File: config.mk
export PLATFORM = sky130hd
export DESIGN_NAME = conv_multichannel_engine
export DESIGN_NICKNAME = d
export VERILOG_FILES = /design/src/rtl/conv_engine_pkg.sv /design/src/rtl/conv_addr_gen.sv /design/src/rtl/conv_multichannel_engine.sv
export SDC_FILE = /design/constraint.sdc
export NUM_CORES = 1
export LEC_CHECK = 0
export CORE_UTILIZATION = 57
export CTS_BUF_LIST = sky130_fd_sc_hd__clkbuf_8
export DETAILED_ROUTE_END_ITERATION = 16
export PLACE_DENSITY = 0.91
export SKIP_CTS_REPAIR_TIMING = 1
export SLEW_MARGIN = 15
export SYNTH_ARGS = -nofsm -noshare
export SYNTH_HDL_FRONTEND = slang
export SYNTH_SLANG_ARGS = --single-unit
File: constraint.sdc
create_clock -name clk -period 8.3 [get_ports clk]
set_input_delay 2.49 -clock clk [delete_from_list [all_inputs] [get_ports clk]]
set_output_delay 2.49 -clock clk [all_outputs]
set_load 0.1 [all_outputs]
File: src/rtl/conv_engine_pkg.sv
// Shared types and helpers for the multichannel convolution engine:
// FSM state encoding, counter-width helper and the output saturate/ReLU stage.
package conv_engine_pkg;

  typedef enum logic [2:0] {
    IDLE,
    FETCH,
    DRAIN,
    OUTPUT,
    DONE
  } state_e;

  // Widest intermediate the saturation stage handles; accumulators must fit in it.
  localparam int SAT_WIDTH = 64;

  function automatic int cnt_width(input int n);
    return (n > 1) ? $clog2(n) : 1;
  endfunction

  function automatic logic signed [SAT_WIDTH-1:0] sat_relu(
    input logic signed [SAT_WIDTH-1:0] v,
    input int                          dw,
    input logic                        relu
  );
    logic signed [SAT_WIDTH-1:0] one;
    logic signed [SAT_WIDTH-1:0] max_v;
    logic signed [SAT_WIDTH-1:0] min_v;
    logic signed [SAT_WIDTH-1:0] r;
    one   = 1;
    max_v = (one <<< (dw - 1)) - one;
    min_v = -(one <<< (dw - 1));
    if (v > max_v)      r = max_v;
    else if (v < min_v) r = min_v;
    else                r = v;
    if (relu && (r < 0)) r = '0;
    return r;
  endfunction

endpackage

File: src/rtl/conv_addr_gen.sv
// Tap and pixel counters for the convolution sweep plus the flattened
// feature-map / weight address computations derived from them.
module conv_addr_gen
  import conv_engine_pkg::*;
#(
  parameter int IN_WIDTH    = 12,
  parameter int IN_HEIGHT   = 12,
  parameter int KERNEL_SIZE = 3,
  parameter int CHANNEL_NUM = 4,
  parameter int ADDR_WIDTH  = 16
) (
  input  logic                  clk,
  input  logic                  reset,
  input  logic                  clear_i,
  input  logic                  step_tap_i,
  input  logic                  step_pixel_i,
  output logic [ADDR_WIDTH-1:0] data_addr_o,
  output logic [ADDR_WIDTH-1:0] kernel_addr_o,
  output logic [ADDR_WIDTH-1:0] channel_o,
  output logic [ADDR_WIDTH-1:0] out_idx_o,
  output logic                  first_tap_o,
  output logic                  last_tap_o,
  output logic                  last_pixel_o
);

  localparam int OUT_W = IN_WIDTH - KERNEL_SIZE + 1;
  localparam int OUT_H = IN_HEIGHT - KERNEL_SIZE + 1;
  localparam int CW    = cnt_width(CHANNEL_NUM);
  localparam int KW    = cnt_width(KERNEL_SIZE);
  localparam int XW    = cnt_width(OUT_W);
  localparam int YW    = cnt_width(OUT_H);

  logic [CW-1:0] chan_q, chan_d;
  logic [KW-1:0] kr_q, kr_d, kc_q, kc_d;
  logic [XW-1:0] col_q, col_d;
  logic [YW-1:0] row_q, row_d;

  logic last_chan, last_kr, last_kc, last_col, last_row;

  assign last_chan = (chan_q == CW'(CHANNEL_NUM - 1));
  assign last_kr   = (kr_q == KW'(KERNEL_SIZE - 1));
  assign last_kc   = (kc_q == KW'(KERNEL_SIZE - 1));
  assign last_col  = (col_q == XW'(OUT_W - 1));
  assign last_row  = (row_q == YW'(OUT_H - 1));

  // Loop nest: channel outermost, then kernel row, kernel column innermost.
  always_comb begin
    chan_d = chan_q;
    kr_d   = kr_q;
    kc_d   = kc_q;
    col_d  = col_q;
    row_d  = row_q;
    if (clear_i) begin
      chan_d = '0;
      kr_d   = '0;
      kc_d   = '0;
      col_d  = '0;
      row_d  = '0;
    end else if (step_pixel_i) begin
      chan_d = '0;
      kr_d   = '0;
      kc_d   = '0;
      if (last_col) begin
        col_d = '0;
        row_d = last_row ? '0 : row_q + YW'(1);
      end else begin
        col_d = col_q + XW'(1);
      end
    end else if (step_tap_i) begin
      if (!last_kc) begin
        kc_d = kc_q + KW'(1);
      end else begin
        kc_d = '0;
        if (!last_kr) begin
          kr_d = kr_q + KW'(1);
        end else begin
          kr_d   = '0;
          chan_d = last_chan ? '0 : chan_q + CW'(1);
        end
      end
    end
  end

  always_ff @(posedge clk or posedge reset) begin
    if (reset) begin
      chan_q <= '0;
      kr_q   <= '0;
      kc_q   <= '0;
      col_q  <= '0;
      row_q  <= '0;
    end else begin
      chan_q <= chan_d;
      kr_q   <= kr_d;
      kc_q   <= kc_d;
      col_q  <= col_d;
      row_q  <= row_d;
    end
  end

  assign kernel_addr_o = ADDR_WIDTH'(chan_q) * ADDR_WIDTH'(KERNEL_SIZE * KERNEL_SIZE)
                       + ADDR_WIDTH'(kr_q) * ADDR_WIDTH'(KERNEL_SIZE)
                       + ADDR_WIDTH'(kc_q);
  assign data_addr_o   = ADDR_WIDTH'(chan_q) * ADDR_WIDTH'(IN_WIDTH * IN_HEIGHT)
                       + (ADDR_WIDTH'(row_q) + ADDR_WIDTH'(kr_q)) * ADDR_WIDTH'(IN_WIDTH)
                       + (ADDR_WIDTH'(col_q) + ADDR_WIDTH'(kc_q));
  assign out_idx_o     = ADDR_WIDTH'(row_q) * ADDR_WIDTH'(OUT_W) + ADDR_WIDTH'(col_q);
  assign channel_o     = ADDR_WIDTH'(chan_q);
  assign first_tap_o   = (chan_q == '0) && (kr_q == '0) && (kc_q == '0);
  assign last_tap_o    = last_chan && last_kr && last_kc;
  assign last_pixel_o  = last_row && last_col;

endmodule

File: src/rtl/conv_multichannel_engine.sv
// Multichannel KxK valid-padding convolution: sequences taps, accumulates across
// all channels, adds bias, rescales, saturates and writes one result per pixel.
module conv_multichannel_engine
  import conv_engine_pkg::*;
#(
  parameter int DATA_WIDTH     = 16,
  parameter int FRACTION_WIDTH = 8,
  parameter int ADDR_WIDTH     = 16,
  parameter int IN_WIDTH       = 12,
  parameter int IN_HEIGHT      = 12,
  parameter int KERNEL_SIZE    = 3,
  parameter int CHANNEL_NUM    = 4,
  parameter int RELU_EN        = 1,
  parameter int ACC_WIDTH      = 40
) (
  input  logic                  clk,
  input  logic                  reset,
  input  logic                  run,
  input  logic [DATA_WIDTH-1:0] bias,
  output logic [ADDR_WIDTH-1:0] data_addr,
  input  logic [DATA_WIDTH-1:0] data_in,
  output logic [ADDR_WIDTH-1:0] kernel_addr,
  input  logic [DATA_WIDTH-1:0] kernel_in,
  output logic                  result_wr_en,
  output logic [ADDR_WIDTH-1:0] result_wr_addr,
  output logic [DATA_WIDTH-1:0] result_wr_data,
  output logic [ADDR_WIDTH-1:0] channel_count,
  output logic                  busy,
  output logic                  done
);

  if (KERNEL_SIZE > IN_WIDTH || KERNEL_SIZE > IN_HEIGHT) begin : g_bad_kernel
    $error("conv_multichannel_engine: KERNEL_SIZE exceeds the input feature map");
  end
  if (ACC_WIDTH < 2 * DATA_WIDTH + $clog2(CHANNEL_NUM * KERNEL_SIZE * KERNEL_SIZE) ||
      ACC_WIDTH < DATA_WIDTH + FRACTION_WIDTH || ACC_WIDTH > SAT_WIDTH) begin : g_bad_acc
    $error("conv_multichannel_engine: ACC_WIDTH out of range");
  end

  state_e                        state_q;
  logic signed [ACC_WIDTH-1:0]   acc_q;
  logic        [DATA_WIDTH-1:0]  bias_q;
  logic                          wr_en_q, busy_q, done_q;
  logic        [ADDR_WIDTH-1:0]  wr_addr_q;
  logic        [DATA_WIDTH-1:0]  wr_data_q;

  logic                          first_tap, last_tap, last_pixel;
  logic                          step_tap, step_pixel, clear_cnt;
  logic        [ADDR_WIDTH-1:0]  out_idx;

  logic signed [2*DATA_WIDTH-1:0] product;
  logic signed [ACC_WIDTH-1:0]    product_ext, acc_final, bias_ext, scaled;
  logic signed [SAT_WIDTH-1:0]    scaled_wide, sat_val;
  logic        [DATA_WIDTH-1:0]   result_next;

  assign clear_cnt  = run && (state_q == IDLE || state_q == DONE);
  assign step_tap   = (state_q == FETCH) && !last_tap;
  assign step_pixel = (state_q == OUTPUT);

  conv_addr_gen #(
    .IN_WIDTH   (IN_WIDTH),
    .IN_HEIGHT  (IN_HEIGHT),
    .KERNEL_SIZE(KERNEL_SIZE),
    .CHANNEL_NUM(CHANNEL_NUM),
    .ADDR_WIDTH (ADDR_WIDTH)
  ) u_addr_gen (
    .clk          (clk),
    .reset        (reset),
    .clear_i      (clear_cnt),
    .step_tap_i   (step_tap),
    .step_pixel_i (step_pixel),
    .data_addr_o  (data_addr),
    .kernel_addr_o(kernel_addr),
    .channel_o    (channel_count),
    .out_idx_o    (out_idx),
    .first_tap_o  (first_tap),
    .last_tap_o   (last_tap),
    .last_pixel_o (last_pixel)
  );

  // Read data lags the address by one cycle, so each product belongs to the previous tap.
  assign product     = $signed(data_in) * $signed(kernel_in);
  assign product_ext = ACC_WIDTH'(product);
  assign acc_final   = acc_q + product_ext;
  assign bias_ext    = ACC_WIDTH'($signed(bias_q)) <<< FRACTION_WIDTH;
  assign scaled      = (acc_final + bias_ext) >>> FRACTION_WIDTH;
  assign scaled_wide = SAT_WIDTH'(scaled);
  assign sat_val     = sat_relu(scaled_wide, DATA_WIDTH, RELU_EN != 0);
  assign result_next = sat_val[DATA_WIDTH-1:0];

  always_ff @(posedge clk or posedge reset) begin
    if (reset) begin
      state_q   <= IDLE;
      acc_q     <= '0;
      bias_q    <= '0;
      wr_en_q   <= 1'b0;
      wr_addr_q <= '0;
      wr_data_q <= '0;
      busy_q    <= 1'b0;
      done_q    <= 1'b0;
    end else begin
      wr_en_q <= 1'b0;
      case (state_q)
        IDLE, DONE: begin
          if (run) begin
            state_q <= FETCH;
            bias_q  <= bias;
            busy_q  <= 1'b1;
            done_q  <= 1'b0;
          end
        end
        FETCH: begin
          acc_q <= first_tap ? '0 : acc_final;
          if (last_tap) state_q <= DRAIN;
        end
        DRAIN: begin
          acc_q     <= acc_final;
          wr_en_q   <= 1'b1;
          wr_addr_q <= out_idx;
          wr_data_q <= result_next;
          state_q   <= OUTPUT;
        end
        OUTPUT: begin
          if (last_pixel) begin
            state_q <= DONE;
            busy_q  <= 1'b0;
            done_q  <= 1'b1;
          end else begin
            state_q <= FETCH;
          end
        end
        default: state_q <= IDLE;
      endcase
    end
  end

  assign result_wr_en   = wr_en_q;
  assign result_wr_addr = wr_addr_q;
  assign result_wr_data = wr_data_q;
  assign busy           = busy_q;
  assign done           = done_q;

endmodule

==> summary.md, run 1 <==
The flow ran to the end, but the final reports show violations. The checks that failed: setup timing. The first routing iteration left 1979 violations.

Detailed placement ended at an HPWL of 45900 um. The starting utilization of the core area was 0.582. The later-pin clock latency in the skew report was 0.41 ns. The first detailed-routing pass took 9 iterations.

The tools report the sum of overflow across all layers after global routing as 0. The critical path data required time was 8.63 ns. The wire length of the first global-routing pass came out at 92000 um. From left edge to right edge, the die measures 188 um.

The share of the synthesized area in compound gates (AO/OA/AOI/OAI) was 0.110. STA classifies the critical path endpoint as a flop. Counting buffers and inverters, the worst setup path is 36 cells deep.

The via count of the first global-routing pass was 18594. By area, the combinational part of the netlist is dominated by adder cells. The floorplan has 67 rows. The tools report the net total in the final layout as 3157. For this block, the routed nets add up to 66600 um of wire.

The smallest clock period supported by the final layout is computed as 11.65 ns. In the layout the commonest cells are inv_1 (369), buf_4 (346), fa_1 (318), nand2_1 (217), ha_1 (158). The yosys synthesis warning count was 0.

The cell sitting at the root of the clock tree is a clkbuf_8. The post-synthesis average cell area is 9.14 um^2, and the layout overhead on the synthesized area is 29.4%. Fill cells in the final layout number 1931. The worst setup path is launched from an input port. Ranked by total cell area, the synthesized netlist is headed by fa_1 (35%), dfrtp_1 (13%), ha_1 (12%). The slowest stage of the critical path is the fa_1 cell. Clock-pin slew was measured on the worst setup and hold paths at 0.14 ns. For the final count of negative-setup-slack endpoints, the log shows 34. CTS saw 101 sinks.

The post-synthesis adder-cell area fraction works out to 0.465. Setup repair after global routing could not meet its margin everywhere. For this block, the via count after detailed routing is 18339. TritonCTS built the clock tree. Clock tree synthesis inserted a total of 9 buffers.

The floorplan die height is 188 um. Most common library cell in the layout ignoring fill and taps: inv_1. Counting both buffers and inverters, the worst setup path holds a total of 7. The share of the clock period used by the worst path was 1.40; the slew at the pin closest to its max-slew limit was 1.00 ns. The class of the tightest hold or removal check is reg2reg. The tools report the count of final max-slew check failures as 0. The normalized max-slew margin is 0.329, and the core area is 33800 um^2. The number of antenna diodes in the final layout is 0. The H-tree was split into 3 levels. The aggregate global-route resource usage is 0.325, and the detailed-route vias per instance is 6.05.

The worst setup path is of the in2reg kind. The proportion of register bits with asynchronous set or reset after synthesis was 1.00. In this run, synthesis produced a sequential element count of 101. Along the worst path, the maximum fanout reaches 12.

The most repeated library cell on the critical path was fa_1. In this run the tool buffered the top-level ports with 97 buffer cells. The worst register-to-register path has a depth of 35. The run gives 0 as the number of hold-slack violations in the final timing report.

Pre-CTS worst setup slack: -3.87 ns. The xor-xnor portion of the synthesized cell area works out to 0.0395. Entering global routing, the biggest net connects 54 pins. The ratio of cells with drive above 1 in the final layout works out to 0.257. The worst hold path passes through 2 cells. At the end of routability-driven placement, the weighted congestion stood at 0.952. In this run the deepest clock path goes through 2 buffers. The simple-gate portion of the synthesized area was 0.148; the biggest cell delay along the critical path was 0.76 ns. The run gives 11.98 ns as the arrival time reported for the critical path endpoint. The run gives 0 as the number of violations of the max-capacitance limit. Counting flops with a built-in enable in the synthesized netlist gives 0.

The run gives 0 as the initial antenna violation count. Among all flip-flop cells after synthesis, the most frequent one is dfrtp_1. Sequential element share of the synthesized area: 0.128.

Grouping stages by cell kind, the critical path spends the most delay in adder cells. Derived from the worst setup path, the maximum achievable clock frequency is 85.9 MHz. The die covers 35300 um^2. The post-route antenna net violation count is 0, and the I/O pin count is 134. The netlist uses 65 different library cells. The run gives 0.0258 ns as the worst clock skew. The worst setup slack after layout was -3.35 ns. In the routed design, unresolved DRC markers number 0.

The multiplexer area fraction after synthesis came out at 0.00210. Cell type contributing the most total cell area after synthesis: fa_1. Counting every instance in the synthesized netlist gives 2152. Summing every instance area after synthesis gives 19700 um^2. The share of Yosys cell area claimed by the top area cell type came out at 0.346.

The mean routed wirelength per cell was 22.0 um.
[through the flow]
| step | utilization | instance area [um^2] | TNS, ns | hold slack (ns) | instances |
|---|---|---|---|---|---|
| 4_1_cts | 0.708 | 23900 | -62.07 | 0.502 | 2963 |
| 6_report | 0.753 | 25400 | -59.55 | 0.501 | 3032 |
| 3_3_place_gp | 0.701 | 23700 | -67.40 | 0.459 | 2947 |
| 5_1_grt | 0.753 | 25400 | -65.32 | 0.520 | 3032 |
| 3_5_place_dp | 0.701 | 23700 | -77.33 | 0.471 | 2947 |
| 2_1_floorplan | - | 20300 | -38.75 | 0.452 | 2187 |
[flip-flops by register name (all words and copies together), names as in the netlist]
register,count
state_q,3
u_addr_gen.kc_q,2
result_wr_addr,9
u_addr_gen.chan_q,2
bias_q,16
busy,1
done,1
u_addr_gen.row_q,4
result_wr_data,16
u_addr_gen.col_q,4
u_addr_gen.kr_q,2
result_wr_en,1
acc_q,40
[metal layers]
metal / vias up / share of wire / track usage
met4: 0 / 0.070 / 0.115
li1: 7617 / - / -
met1: 8923 / 0.35 / 0.408
met3: 466 / 0.095 / 0.0453
met5: - / 0 / 0
met2: 1333 / 0.49 / 0.572
[cells in the mapped netlist (7+ instances only)]
library cell / count
nand2_1: 226
buf_4: 36
nor3_1: 50
fa_1: 340
a21oi_1: 71
a22o_1: 40
and4_1: 7
inv_1: 407
nand3_1: 15
nand4_1: 10
o21bai_1: 11
xnor2_1: 59
ha_1: 187
and2_1: 132
dfrtp_1: 101
o21a_1: 17
nand2b_1: 14
a21o_1: 43
o211ai_1: 9
a211oi_1: 10
nor2b_1: 8
nor2_1: 83
and3_1: 15
xor2_1: 27
o21ai_0: 56
a211o_1: 7
clkbuf_1: 67
a31oi_1: 10
[cell families after synthesis]
logic type / after synthesis
other: 1
adders and majority gates: 527
DFF: 101
and+or+nand+nor: 593
AOI/OAI and AO/OA: 321
muxes: 4
xor gates and xnor gates: 87
buffers and inverters: 518
[worst reg2reg max path: cells and delay by family, from the launching register on]
kind,cells,cell delay (ns)
adders and majority gates,8,3.35
AOI/OAI and AO/OA,9,2.15
and+or+nand+nor,10,1.76
buffers and inverters,6,0.56
DFF,1,0.38
xor gates and xnor gates,2,0.38
[layout make-up]
class                      instances  area, um^2  share of cell area
clock buffer                       9         124             0.00487
clock inverter                     7         104             0.00408
inverter                         407        1540              0.0606
multi-input combinational       1568       16300               0.642
sequential                       101        2530              0.0993
tap                              448         561              0.0220
timing repair buffer             491        4250               0.167
timing repair inverter             1        7.51            0.000295
[final timing paths]
check                             startpoint           endpoint  slack, ns
max                             kernel_in[4]  result_wr_data[2]      -3.35
min                        result_wr_addr[6]  result_wr_addr[6]       0.50
max reg2reg                        acc_q[15]  result_wr_data[2]      -0.37
min reg2reg                result_wr_addr[6]  result_wr_addr[6]       0.50
max in group asynchronous              reset          acc_q[37]       4.60
min in group asynchronous              reset  result_wr_addr[7]       2.50
Power of run 1 is left out: the tool's default activity adds up to more than one toggle a clock period on the data nets, which glitch-free logic cannot reach.
==> inputs of run 2 (changes only) <==
==> constraint.sdc (replaced) <==
create_clock -name clk -period 8.3 [get_ports clk]
set_input_delay 1.245 -clock clk [delete_from_list [all_inputs] [get_ports clk]]
set_output_delay 1.245 -clock clk [all_outputs]
set_load 0.1 [all_outputs]
==> run 2 against run 1 <==
Effect of this change: the run still ends with setup timing left; non-clock buffer count shrank 39; routed wire length shrank 9.1%; final area shrank 2.7%; global-route usage shrank 0.21 points; sequential share of layout area grew 0.27 points; clock skew shrank 0.0084 ns; count of clock-buffer cells in the layout is the same; first-iteration DRC count shrank 15%; die area is the same; sequential cell count is the same.
==> summary.md, run 2 (synthesized netlist as in run 1, its figures left out) <==
The flow ran to the end, but the final reports show violations. The checks that failed: setup timing. Area taken by flip-flops and latches: 2530 um^2.

Setup repair after global routing could not meet its margin everywhere. Entering global routing, the biggest net connects 57 pins. The run gives 0.327 as the normalized max-slew margin.

The worst hold path terminates at result_wr_addr[8]. For the met3 track demand over resource, the log shows 0.0479. The detailed-route vias per instance is 5.90. After floorplanning, the core was sized to cover 33800 um^2. The worst path in the final design needs a cycle of 10.26 ns, including I/O delays and setup.

The first TritonRoute pass finished after 6 iterations. Static timing analysis puts the maximum clock frequency at 97.5 MHz. The critical path in this run is classified as in2reg.

For the maximum buffer depth of the clock tree, the log shows 2. The clock tree synthesis step divided the H-tree into 3 levels. The routability congestion estimate is 0.964, and the worst hold path cell count is 2. The count of final max-slew check failures is 0. The share of the clock period used by the worst path came out at 1.24. The worst reg-to-reg setup slack is -0.36 ns, and the flip-flop count of the largest register, all copies and words added is 40. The area enclosed by the die boundary is 35300 um^2. The most repeated library cell on the critical path is fa_1.

The floorplan step set the die width to 188 um. In this run the tool buffered the top-level ports with 97 buffer cells. The start point of the worst hold path was result_wr_addr[8]. Clock tree synthesis selected as its root buffer the cell clkbuf_8.

After clock tree synthesis, the clock-pin slew on the worst setup and hold paths is 0.12 ns. The tools report the type of destination of the critical path as a flop. The run gives 0.323 as the aggregate global-route resource usage.

Worst-path cell with the longest stage delay: fa_1. The tools report the sum of overflow across all layers after global routing as 0. For the pin with the worst max-slew slack, the measured transition is 1.01 ns. Number of hold-slack violations in the final timing report: 0.

The total of fill cells in the finished design is 2026, and the number of rows created at floorplan is 67. TritonCTS built the clock tree. The floorplan die height is 188 um. The later-pin clock latency in the skew report came out at 0.40 ns. OpenSTA, run right after detailed placement, puts the worst setup slack at -2.54 ns. Along the worst path, the maximum fanout reaches 8. For the combined area of the multi-input logic cells, the log shows 16000 um^2. On the final layout, the worst clock skew is 0.0175 ns. Relative to the synthesized area, the layout overhead comes to 25.9%. The sum of negative setup slack came out at -29.91 ns. The total clock sinks is 101. The startpoint identified for the worst register-to-register timing path is acc_q[15]. Data on the critical path is required at its endpoint by 8.58 ns. met2 is the most crowded layer.

The met1 usage in global routing is 0.414. Mean routed wirelength per cell: 20.3 um. The run gives -1.96 ns as the worst setup slack after layout. Setup violations remaining at the end of the flow were counted as 16. For the worst setup path, the data arrival time is 10.54 ns. Once placement completed, the tool counted placed cells totaling 2931.

The first-iteration detailed-routing DRC count was 1686. The worst setup path is launched from an input port. 134 I/O pins were placed.

The wire-length estimate of the detail-placed layout is 45600 um. The routed layout has 17666 vias. The ratio of cells with drive above 1 in the final layout works out to 0.215. The register with the most flip-flops is acc_q.

The first global-routing pass estimated 91600 um of wire. In this run the remaining antenna-violating nets after routing total 0. The number of clock buffers inserted by TritonCTS is 9.

Leaving out fill and tap cells, the most frequent cells in the layout are inv_1 (386), fa_1 (327), buf_4 (315), nand2_1 (218), ha_1 (169). The global routing met2 resource utilization is 0.551, and the number of remaining DRC errors is 0. Class of the tightest hold or removal check: reg2reg. The starting utilization of the core area was 0.582.

Across the run, the number of max-cap violations was 0. The final antenna diode count is 0. The net total in the final layout was 3117. Terminus of the critical flop-to-flop path: result_wr_data[4].

The largest single stage delay on the critical path is 0.64 ns. The finished layout holds 2992 standard cells, fillers aside. The final layout contains routed wiring with a total length of 60600 um. The initial antenna violation count was 0. The via count of the first global-routing pass came out at 18568. Most common library cell in the layout ignoring fill and taps: inv_1. The worst reg2reg path depth was 34.
run 2: how the worst max path moves through the flow:
stage	from	to	depth (start not counted)
3_5_place_dp	data_in[6]	result_wr_data[2]	36
2_1_floorplan	data_in[15]	result_wr_data[11]	35
3_3_place_gp	kernel_in[15]	result_wr_data[5]	35
5_1_grt	data_in[15]	result_wr_data[4]	38
6_report	data_in[9]	result_wr_data[4]	39
4_1_cts	data_in[6]	result_wr_data[2]	36
run 2: final cells by class:
class	instances	share of cell area
Multi-Input combinational cell	1568	0.645
Clock inverter	7	0.00359
Timing Repair Buffer	452	0.159
Tap cell	448	0.0226
Clock buffer	9	0.00500
Inverter	407	0.0619
Sequential cell	101	0.102
run 2: critical path, delay by kind of cell:
family | cells | cell delay [ns]
compound gates | 9 | 1.88
fa+ha+maj | 9 | 4.14
buf+inv | 8 | 1.09
xor+xnor | 2 | 0.34
simple gates | 11 | 1.84
run 2: metal layers:
metal  routed length [um]  vias up
li1                     -     7539
met1                22300     8598
met2                29300     1155
met3                 5130      374
met4                 3900        0
met5                    0        -
run 2: stage by stage:
step | area (um^2) | util | hold slack (ns)
after floorplan | 20200 | - | 0.452
after global placement | 23500 | 0.697 | 0.458
after detailed placement | 23500 | 0.697 | 0.461
after CTS | 23800 | 0.703 | 0.489
after global routing | 24800 | 0.733 | 0.528
final | 24800 | 0.733 | 0.488
Power of run 2 is left out for the same reason.
